### src/rtl/sat_sweep_ctrl.sv
// sat_sweep_ctrl: steps the GPS core through a satellite range, loading phase and dwelling per satellite.
// Optional SYNC timeout with sticky err_out is enabled by defining SWEEP_TIMEOUT_EN.
module sat_sweep_ctrl #(
  parameter int SYNC_TIMEOUT = 65535,
  parameter int DWELL_W      = 10
) (
  input  logic               clk_in,
  input  logic               rst_in_n,
  input  logic               sweep_en_in,
  input  logic               loop_in,
  input  logic [4:0]         first_sat_in,
  input  logic [4:0]         last_sat_in,
  input  logic [DWELL_W-1:0] dwell_in,
  input  logic [15:0]        ca_phase_base_in,
  input  logic [15:0]        ca_phase_step_in,
  input  logic               code_phase_done_in,
  input  logic               epoch_in,
  output logic               core_ena_out,
  output logic [4:0]         n_sat_out,
  output logic               ca_phase_start_out,
  output logic [15:0]        ca_phase_out,
  output logic               busy_out,
  output logic               sweep_done_out,
  output logic               err_out
);
  typedef enum logic [2:0] {IDLE, LOAD, SYNC, DWELL, NEXT, DONE} state_t;
  state_t state, nxt;
  logic [4:0] first_s, last_s, sat_nxt;
  logic [15:0] base_s, step_s, phase_nxt;
  logic [DWELL_W-1:0] dwell_s, dwell_max, cnt, cnt_nxt;
  logic start, reload, adv, timeout;
  assign dwell_max = (dwell_s == '0) ? DWELL_W'(1) : dwell_s;
  always_ff @(posedge clk_in or negedge rst_in_n)
    if (!rst_in_n) state <= IDLE;
    else state <= nxt;
  // abort (sweep_en low) overrides every other transition
  always_comb begin
    nxt = state;
    case (state)
      IDLE:    nxt = sweep_en_in ? LOAD : IDLE;
      LOAD:    nxt = SYNC;
      SYNC:    nxt = code_phase_done_in ? DWELL : (timeout ? NEXT : SYNC);
      DWELL:   nxt = (epoch_in && cnt + 1'b1 == dwell_max) ? NEXT : DWELL;
      NEXT:    nxt = (n_sat_out == last_s) ? DONE : LOAD;
      DONE:    nxt = loop_in ? LOAD : IDLE;
      default: nxt = IDLE;
    endcase
    if (!sweep_en_in) nxt = IDLE;
  end
  always_comb begin
    start     = state == IDLE && nxt == LOAD;
    reload    = state == DONE && nxt == LOAD;
    adv       = state == NEXT && nxt == LOAD;
    sat_nxt   = start ? first_sat_in : reload ? first_s : adv ? n_sat_out + 5'd1 : n_sat_out;
    phase_nxt = start ? ca_phase_base_in : reload ? base_s : adv ? ca_phase_out + step_s : ca_phase_out;
    cnt_nxt   = (state == DWELL && nxt == DWELL) ? cnt + DWELL_W'(epoch_in) : '0;
  end
  always_ff @(posedge clk_in or negedge rst_in_n)
    if (!rst_in_n) begin
      core_ena_out       <= 1'b0;
      busy_out           <= 1'b0;
      ca_phase_start_out <= 1'b0;
      sweep_done_out     <= 1'b0;
      n_sat_out          <= '0;
      ca_phase_out       <= '0;
      cnt                <= '0;
      first_s            <= '0;
      last_s             <= '0;
      dwell_s            <= '0;
      base_s             <= '0;
      step_s             <= '0;
    end else begin
      core_ena_out       <= nxt != IDLE;
      busy_out           <= nxt != IDLE;
      ca_phase_start_out <= nxt == LOAD;
      sweep_done_out     <= nxt == DONE;
      n_sat_out          <= sat_nxt;
      ca_phase_out       <= phase_nxt;
      cnt                <= cnt_nxt;
      if (start) begin
        first_s <= first_sat_in;
        last_s  <= last_sat_in;
        dwell_s <= dwell_in;
        base_s  <= ca_phase_base_in;
        step_s  <= ca_phase_step_in;
      end
    end
`ifdef SWEEP_TIMEOUT_EN
  localparam int TW = $clog2(SYNC_TIMEOUT + 1);
  logic [TW-1:0] tcnt;
  assign timeout = state == SYNC && !code_phase_done_in && tcnt == TW'(SYNC_TIMEOUT - 1);
  always_ff @(posedge clk_in or negedge rst_in_n)
    if (!rst_in_n) begin
      tcnt    <= '0;
      err_out <= 1'b0;
    end else begin
      tcnt    <= (state == SYNC && nxt == SYNC) ? tcnt + 1'b1 : '0;
      err_out <= start ? 1'b0 : (err_out | (timeout && nxt == NEXT));
    end
`else
  assign timeout = SYNC_TIMEOUT < 0;
  assign err_out = 1'b0;
`endif
endmodule

### config.mk
export PLATFORM = sky130hd
export DESIGN_NAME = sat_sweep_ctrl
export DESIGN_NICKNAME = d
export VERILOG_FILES = /design/src/rtl/sat_sweep_ctrl.sv
export SDC_FILE = /design/constraint.sdc
export NUM_CORES = 1
export LEC_CHECK = 0
export CAP_MARGIN = 5
export CORE_ASPECT_RATIO = 1.75
export CORE_MARGIN = 5
export CORE_UTILIZATION = 58
export CTS_CLUSTER_SIZE = 8
export DETAILED_ROUTE_END_ITERATION = 12
export HOLD_SLACK_MARGIN = 0.15
export PLACE_DENSITY = 0.95
export SYNTH_ARGS = -nofsm -noshare
export SYNTH_HDL_FRONTEND = slang
export SYNTH_SLANG_ARGS = --single-unit
### constraint.sdc
create_clock -name clk_in -period 6.1 [get_ports clk_in]
set_input_delay 1.22 -clock clk_in [delete_from_list [all_inputs] [get_ports clk_in]]
set_output_delay 1.22 -clock clk_in [all_outputs]
set_load 0.01 [all_outputs]
==> flow_summary.toml <==
[synth]
syn-instance-count = 533
yosysMostFrequentCell = "dfrtp_1"
synth_edf_count = 0
syn-num-nets = 611
synth_area_sq_um = 5170
ys_seq_elements = 89
synth_ff_type = "dfrtp_1"
synth-async-reset-ratio = 1.00
ys_types = 58
yosysTopAreaCell = "dfrtp_1"
synth.avg_cell_area_sq_um = 9.70
synth_top_cell_area_share = 0.431
yosysWarnings = 0
synth_common_cells = "dfrtp_1, mux2_2, o21ai_0, nand2_1, nor2_1"
synthTopCellsByArea = "dfrtp_1, mux2_2, o21ai_0"
ys_seq_area_frac = 0.431

[die]
die_area_sq_um = 11000
die_y_microns = 135
start_util = 0.592
rows = 45
coreArea_sq_um = 8730
io_pins = 84
die_w_microns = 81.4

[power_and_ir_drop]
powerDensity_nw_per_um2 = 406
design_power_total_mw = 2.57
p_leak_nw = 2.62
ir_drop_uv = 192

[clocking]
clk_latency_ns = 0.35
cts.sinks = 89
clk_pin_slew_ns = 0.07
post-cts-setup-buffers = 0
cts_buffers = 9
htree_levels = 3
cts-root-buf = "clkbuf_16"
cts_tree = "yes"
cts_hold_buf = 0
post_cts_resized = 0
clockBufferDepth = 2

[routing]
drt_iter0_drc = 332
route.detailed.drc = 0
firstDrtPassIters = 6
drt-total-wl_microns = 14000
ant_nets = 0
wl_per_cell_microns = 19.3
vias_per_cell = 6.25
vias = 4532

[worst_setup_path]
cp.required_ns = 6.34
criticalPathCategory = "in2reg"
cp-end-kind = "flip-flop"
cp.arrival_ns = 3.30
timing.rr.start = "ca_phase_out[0]"
crit_fanout = 22
crit_start = "loop_in"
critical_path.startpoint_type = "input pin"

[grt]
grt_pass1_vias = 4659
grt_max_degree = 78
grt_pass1_wl_microns = 22100
grt_usage = 0.264
antenna_found_initial = 0
grt_overflow = 0

[timing]
tightestPinTransition_ns = 0.984
hold_viol_final = 0
slew_headroom = 0.344
finalSetupViolCount = 0
fin_crit_ns = 3.05
drv_slew = 0
max_freq_mhz = 327
fin_worst_skew_ns = 0.00835
finalSetupTns_ns = 0
fin_crit_sh = 0.501
fin_ws_ns = 3.05
rsz0062_at_grt = "false"

[worst_hold_path]
worstHoldStart = "base_s[4]"
hold_class = "reg2reg"

[layout]
fill_cells = 619
seq_area_sq_um = 2230
drive_gt1_frac = 0.135
area_delta_synth_final_pct = 22.5
diodes = 0
multi_input_area_sq_um = 2760
finish.net_count = 681

[place]
portBuffers = 82
pre_cts_slack_ns = 2.76
gp_congestion = 0.901
dpl.hpwl_microns = 10500

[run_status]
outcome = "finished, final reports clean"

[flow_run]
maxCapViolations = 0
-- layout by cell type (no fill, tap or decap), drive strengths merged, types with 4 or more instances in the layout --
master,count
nor2b,8
nand4,10
dfrtp,89
a22oi,4
buf,7
ha,19
o21ai,51
o31ai,4
mux2i,4
a211oi,5
nor3,20
nor2,37
inv,18
a31oi,5
clkbuf,9
nand3,13
mux2,51
clkdlybuf4s50,81
xnor2,18
nand2,48
xor2,17
a21o,4
and3,4
a21oi,23
o22ai,7
-- flip-flops by register name, indices dropped and copies added, names as in the netlist, 5 cells and up --
register / flops
step_s: 16
dwell_s: 10
n_sat_out: 5
base_s: 16
cnt: 10
first_s: 5
ca_phase_out: 16
last_s: 5
-- routing by layer --
layer / vias up / track usage / wire (microns)
li1: 2060 / - / -
met4: 0 / 0.157 / 772
met2: 243 / 0.482 / 7530
met1: 2160 / 0.268 / 4930
met5: - / 0 / 0
met3: 69 / 0.0494 / 798
-- metrics by stage --
step	cell area [sq um]	cells	hold WS [ns]	util
after floorplan	5170	533	0.475	-
after global placement	6050	709	0.486	0.694
after detailed placement	6050	709	0.491	0.694
after CTS	6330	725	0.505	0.726
after global routing	6330	725	0.526	0.726
final	6330	725	0.506	0.726
-- path summary, 6_finish.rpt --
path	endpoint	slack (ns)	cells after the start
max in group asynchronous	n_sat_out[4]	4.18	2
max	ca_phase_out[15]	3.05	7
max reg2reg	ca_phase_out[14]	3.25	11
min reg2reg	base_s[4]	0.51	1
min in group asynchronous	step_s[4]	0.71	1
min	base_s[4]	0.51	1
-- report_power, final --
part / leakage, nW / internal (mW) / switching (mW)
Clock: 0.128 / 0.279 / 0.242
Combinational: 1.40 / 0.575 / 0.600
Sequential: 1.09 / 0.734 / 0.143
Total: 2.62 / 1.59 / 0.985
-- worst max-delay path: stages --
cell,delay [ns]
clkdlybuf4s50_1,0.51
nand2_1,0.07
nand2_1,0.10
nand4_1,0.54
buf_4,0.45
a21o_1,0.19
a22o_1,0.22
-- cells by family after synthesis --
| logic type | after synthesis | synth area share |
|---|---|---|
| compound gates | 128 | 0.153 |
| buf+inv | 45 | 0.0370 |
| flops | 89 | 0.431 |
| xor+xnor | 35 | 0.0593 |
| fa+ha+maj | 20 | 0.0499 |
| other cells | 1 | 0.000725 |
| simple gates | 160 | 0.151 |
| mux | 55 | 0.119 |
-- area by class of cell --
type                            count  area share
Multi-Input combinational cell    399       0.435
Clock inverter                      7     0.00850
Inverter                           16     0.00948
Timing Repair Buffer               88       0.136
Tap cell                          117      0.0231
Clock buffer                        9      0.0356
Sequential cell                    89       0.352
Power figures use the tool's default switching activity.
